[config.mk]
export PLATFORM = sky130hd
export DESIGN_NAME = alu_exec_unit
export DESIGN_NICKNAME = d
export VERILOG_FILES = /design/src/rtl/alu_exec_unit.sv
export SDC_FILE = /design/constraint.sdc
export NUM_CORES = 1
export LEC_CHECK = 0
export ABC_CLOCK_PERIOD_IN_PS = 4700
export CAP_MARGIN = 30
export CORE_ASPECT_RATIO = 1.5
export CORE_MARGIN = 5
export CORE_UTILIZATION = 45
export DETAILED_ROUTE_END_ITERATION = 8
export GPL_ROUTABILITY_DRIVEN = 0
export HOLD_SLACK_MARGIN = 0.08
export PLACE_DENSITY = 0.72
export SLEW_MARGIN = 40
export SYNTH_ARGS = -nofsm -noshare
export SYNTH_HDL_FRONTEND = slang
export SYNTH_SLANG_ARGS = --single-unit
[constraint.sdc]
create_clock -name clk -period 4.7 [get_ports clk]
set_clock_uncertainty 0.2 [all_clocks]
set_input_delay 1.41 -clock clk [delete_from_list [all_inputs] [get_ports clk]]
set_output_delay 1.41 -clock clk [all_outputs]
set_load 0.005 [all_outputs]
[src/rtl/alu_exec_unit.sv]
// Execute-stage ALU with valid/ready handshakes on both sides.
// Add/sub/logic/compare complete in one cycle; shifts step one bit per cycle.
module alu_exec_unit #(
  parameter int unsigned XLEN    = 32,
  parameter int unsigned SHAMT_W = 5
) (
  input  logic            clk,
  input  logic            rst_n,
  input  logic            in_valid,
  output logic            in_ready,
  input  logic [3:0]      field,
  input  logic [XLEN-1:0] op_a,
  input  logic [XLEN-1:0] op_b,
  output logic            out_valid,
  input  logic            out_ready,
  output logic [XLEN-1:0] result,
  output logic            zero,
  output logic            illegal
);

  localparam logic [3:0] OpAdd  = 4'b0000;
  localparam logic [3:0] OpSub  = 4'b1000;
  localparam logic [3:0] OpSll  = 4'b0001;
  localparam logic [3:0] OpSlt  = 4'b0010;
  localparam logic [3:0] OpSltu = 4'b0011;
  localparam logic [3:0] OpXor  = 4'b0100;
  localparam logic [3:0] OpSrl  = 4'b0101;
  localparam logic [3:0] OpSra  = 4'b1101;
  localparam logic [3:0] OpOr   = 4'b0110;
  localparam logic [3:0] OpAnd  = 4'b0111;

  typedef enum logic [1:0] {StIdle, StShift, StDone} state_e;

  state_e             r_state;
  logic               r_in_ready;
  logic               r_out_valid;
  logic [XLEN-1:0]    r_result;
  logic               r_zero;
  logic               r_illegal;
  logic [3:0]         r_field;
  logic [XLEN-1:0]    r_shreg;
  logic [SHAMT_W-1:0] r_cnt;

  logic [SHAMT_W-1:0] w_shamt;
  logic               w_is_shift;
  logic               w_illegal;
  logic               w_accept;
  logic [XLEN-1:0]    w_res;
  logic [XLEN-1:0]    w_shift1;
  logic [XLEN-1:0]    w_step;

  // One-bit shift in the direction selected by an SLL/SRL/SRA code.
  function automatic logic [XLEN-1:0] shift_one(input logic [3:0] f, input logic [XLEN-1:0] v);
    if (f[2:0] == 3'b001) begin
      shift_one = {v[XLEN-2:0], 1'b0};
    end else if (f[3]) begin
      shift_one = {v[XLEN-1], v[XLEN-1:1]};
    end else begin
      shift_one = {1'b0, v[XLEN-1:1]};
    end
  endfunction

  assign w_shamt    = op_b[SHAMT_W-1:0];
  assign w_accept   = in_valid & r_in_ready;
  assign w_shift1   = shift_one(field, op_a);
  assign w_step     = shift_one(r_field, r_shreg);
  assign w_is_shift = (field == OpSll) || (field == OpSrl) || (field == OpSra);

  always_comb begin
    w_res     = '0;
    w_illegal = 1'b0;
    case (field)
      OpAdd:  w_res = op_a + op_b;
      OpSub:  w_res = op_a - op_b;
      OpSlt:  w_res = {{(XLEN-1){1'b0}}, ($signed(op_a) < $signed(op_b))};
      OpSltu: w_res = {{(XLEN-1){1'b0}}, (op_a < op_b)};
      OpXor:  w_res = op_a ^ op_b;
      OpOr:   w_res = op_a | op_b;
      OpAnd:  w_res = op_a & op_b;
      OpSll, OpSrl, OpSra: w_res = (w_shamt == '0) ? op_a : w_shift1;
      default: w_illegal = 1'b1;
    endcase
  end

  // The first shift step happens on the accept edge, so a shift by N
  // presents its result N cycles after accept (shamt 0 or 1 finish at once).
  always_ff @(posedge clk or negedge rst_n) begin
    if (!rst_n) begin
      r_state     <= StIdle;
      r_in_ready  <= 1'b1;
      r_out_valid <= 1'b0;
      r_result    <= '0;
      r_zero      <= 1'b0;
      r_illegal   <= 1'b0;
      r_field     <= '0;
      r_shreg     <= '0;
      r_cnt       <= '0;
    end else begin
      unique case (r_state)
        StIdle: begin
          if (w_accept) begin
            r_field    <= field;
            r_in_ready <= 1'b0;
            if (w_is_shift && (w_shamt > SHAMT_W'(1))) begin
              r_shreg <= w_shift1;
              r_cnt   <= w_shamt - SHAMT_W'(1);
              r_state <= StShift;
            end else begin
              r_result    <= w_res;
              r_zero      <= (w_res == '0);
              r_illegal   <= w_illegal;
              r_out_valid <= 1'b1;
              r_state     <= StDone;
            end
          end
        end
        StShift: begin
          r_shreg <= w_step;
          r_cnt   <= r_cnt - SHAMT_W'(1);
          if (r_cnt == SHAMT_W'(1)) begin
            r_result    <= w_step;
            r_zero      <= (w_step == '0);
            r_illegal   <= 1'b0;
            r_out_valid <= 1'b1;
            r_state     <= StDone;
          end
        end
        StDone: begin
          if (out_ready) begin
            r_out_valid <= 1'b0;
            r_in_ready  <= 1'b1;
            r_state     <= StIdle;
          end
        end
        default: begin
          r_out_valid <= 1'b0;
          r_in_ready  <= 1'b1;
          r_state     <= StIdle;
        end
      endcase
    end
  end

  assign in_ready  = r_in_ready;
  assign out_valid = r_out_valid;
  assign result    = r_result;
  assign zero      = r_zero;
  assign illegal   = r_illegal;

endmodule

==> metrics.csv <==
stage,metric,value,unit
routing,vias_per_cell,6.40,
power,leakagePower,7.49,nW
timing,hold_ws,275,ps
power,ir_worst_vdd,0.295,mV
cells_and_area,n_antenna_cell,0,
clock_tree,root_buffer,clkbuf_16,
logic_synthesis,syn_area_per_cell,7.10,um^2
logic_synthesis,ys_types,83,
logic_synthesis,syn-num-nets,1673,
clock_tree,htree_num_levels,3,
setup_path,path_class,primary input to flip-flop,
timing,slew_headroom,51.2,%
clock_tree,cts_sinks,79,
clock_tree,hold_buffers,0,
routing,antenna_left,0,
logic_synthesis,ys_ff_latch,79,
setup_path,worstPathRequired,4730,ps
logic_synthesis,synth_area_leaders,"dfrtp_1 18%, ha_1 13%, a21oi_1 7.8%",
cells_and_area,syn_to_final_growth,50.6,%
cells_and_area,seqCellArea,1980,um^2
setup_path,critPathMaxFanout,5,
grt,grt_usage,33.3,%
logic_synthesis,async_flop_share,100,%
power,p_seq_share,26.1,%
routing,drc,0,
setup_path,cp-end-kind,flip-flop,
logic_synthesis,seq_area_frac_synth,18.7,%
clock_tree,tritoncts,yes,
floorplan,core-area,23100,um^2
power,p_comb_share,60.6,%
cells_and_area,layout_common_cells,"413 x buf_4, 153 x a21oi_1, 152 x nand2_1, 137 x nor2_1, 88 x o21ai_0",
grt,overflow,0,
clock_tree,cts_inserted_buffers,9,
timing,fin_crit_sh,99.8,%
logic_synthesis,synthFlopType,dfrtp_1,
clock_tree,clk_latency,340,ps
timing,hold_viol_final,0,
power,swShare,43.0,%
timing,fmax,213,MHz
logic_synthesis,synth-edff-count,0,
setup_path,arrival,4720,ps
grt,grt_max_degree,80,
timing,tightest_slew,731,ps
cells_and_area,drive_above_1_share,33.0,%
logic_synthesis,synthesis.area,10600,um^2
routing,drt_wl_total,48500,um
clock_tree,clock_path_buffers,2,
clock_tree,clk_pin_slew,60,ps
floorplan,rows,68,
cells_and_area,multi_input_area,8630,um^2
logic_synthesis,synth_cells,1492,
floorplan,dieArea,26800,um^2
floorplan,start_util,45.8,%
routing,drt_iter0_drc,2286,
floorplan,die_h,198,um
timing,setup_viol,0,
routing,drt_first_pass_iters,6,
routing,routedWlPerCell,21.6,um
grt,antenna_found_initial,1,
placed_design,dp_hpwl,34200,um
floorplan,num_io_pins,108,
run_status,outcome,"finished, final reports clean",
run,max_cap_violations,0,
power,p_sw,0.00206,W
logic_synthesis,synth_top_area_cell,dfrtp_1,
power,p_int,0.00272,W
timing,fin_setup_tns,0,ps
cells_and_area,layout_commonest_cell,buf_4,
power,power.density,300,nW/um^2
cells_and_area,fillers,1807,
setup_path,critPathLaunchType,primary input,
logic_synthesis,synth_top_area_share,18.4,%
logic_synthesis,yosys_warnings,0,
cells_and_area,nets,2109,
timing,finalMaxSlewViolations,0,
timing,post-route-min-period,4690,ps
hold_path,min-delay-path-class,flip-flop to flip-flop,
grt,grt_pass1_wl,71300,um
placed_design,buffer_ports.inserted,107,
power,power_frac_clock,13.3,%
grt,grt_pass1_vias,13610,
routing,via_count,14372,
floorplan,die_w,135,um
worst paths after layout:
path / from / to / slack [ps] / depth (start not counted)
max: op_a[1] / result[31]$_DFFE_PN0P_ / 8 / 15
min: out_valid$_DFFE_PN0P_ / out_valid$_DFFE_PN0P_ / 280 / 1
max reg2reg: r_field[1]$_DFFE_PN0P_ / zero$_DFFE_PN0P_ / 1970 / 7
min reg2reg: out_valid$_DFFE_PN0P_ / out_valid$_DFFE_PN0P_ / 280 / 1
max in group asynchronous: rst_n / result[6]$_DFFE_PN0P_ / 2890 / 1
min in group asynchronous: rst_n / out_valid$_DFFE_PN0P_ / 890 / 1
state kept, by name, summed over array words and instances (netlist names):
register,count
r_shreg,32
result,32
r_cnt,5
r_field,4
r_state,2
illegal,1
in_ready,1
out_valid,1
zero,1
critical path, cell delays in order:
cell and delay (ps):
dlygate4sd2_1 360, inv_1 150, ha_4 280, a211oi_2 300, o211ai_1 210, a21oi_2 230
buf_6 150, a21boi_2 80, o211ai_1 300, a21oi_2 160, o41ai_2 350, xnor2_1 180
a221oi_2 100, buf_4 160, a221oi_1 280
layout make-up:
| class | instances | share of cell area [%] |
|---|---|---|
| clock buffers | 13 | 1.63 |
| inverters | 107 | 2.52 |
| multi-input cells | 1197 | 54.1 |
| clock inverters | 1 | 0.0314 |
| flip-flops and latches | 79 | 12.4 |
| repair buffers | 534 | 26.9 |
| well taps | 315 | 2.47 |
per-layer routing:
metal,wire length (um),GRT usage (%)
met2,21800,53.4
met3,5130,6.10
met1,16900,38.9
met4,4620,25.7
met5,17,0
cell families after synthesis:
group / count (synthesis) / synth area share (%)
buf+inv: 217 / 7.95
flops: 79 / 18.7
mux: 35 / 3.48
compound gates: 535 / 33.0
simple gates: 497 / 22.3
xor+xnor: 20 / 1.65
fa+ha+maj: 109 / 13.0
power by group through the flow:
stage	combinational [W]	sequential, W	clock [W]
floorplan	0.00142	0.00117	0
global placement	0.00255	0.00123	0
detailed placement	0.00261	0.00125	0
CTS	0.00271	0.00124	0.000640
global route	0.00311	0.00128	0.000676
finish	0.00290	0.00125	0.000636
cells in the mapped netlist (all sizes together), types with 13 or more instances:
cell type  count
or3           14
nor4          21
inv          105
a211oi        57
o211ai        17
nand2b        13
a21oi        166
o22ai         15
clkbuf        86
nor2         142
o21ai        101
a21o          31
dfrtp         78
xnor2         17
nand2        153
mux2i         20
mux2          15
nand3         29
nand4         25
ha           107
a221oi        15
o21bai        14
nor3          30
buf           24
and3          27
o31ai         14
timing repair:
item | CTS | global route
resized for setup | 131 | 120
cloned | 0 | 1
buffers inserted | 24 | 18
pin swaps | 40 | 57
endpoints found under the setup margin | 15 | 15
stage by stage:
step / util [%] / instances / instance area (um^2) / total power [W] / setup slack, ps
finish: 69.0 / 2246 / 16000 / 0.00478 / 7.79
global route: 69.0 / 2246 / 16000 / 0.00507 / -73.0
CTS: 67.0 / 2228 / 15500 / 0.00458 / -3.23
detailed placement: 63.2 / 2190 / 14600 / 0.00385 / -802
global placement: 63.1 / 2190 / 14600 / 0.00378 / -710
floorplan: - / 1492 / 10600 / 0.00259 / 122
No activity file was read; power rests on OpenSTA's default activity.
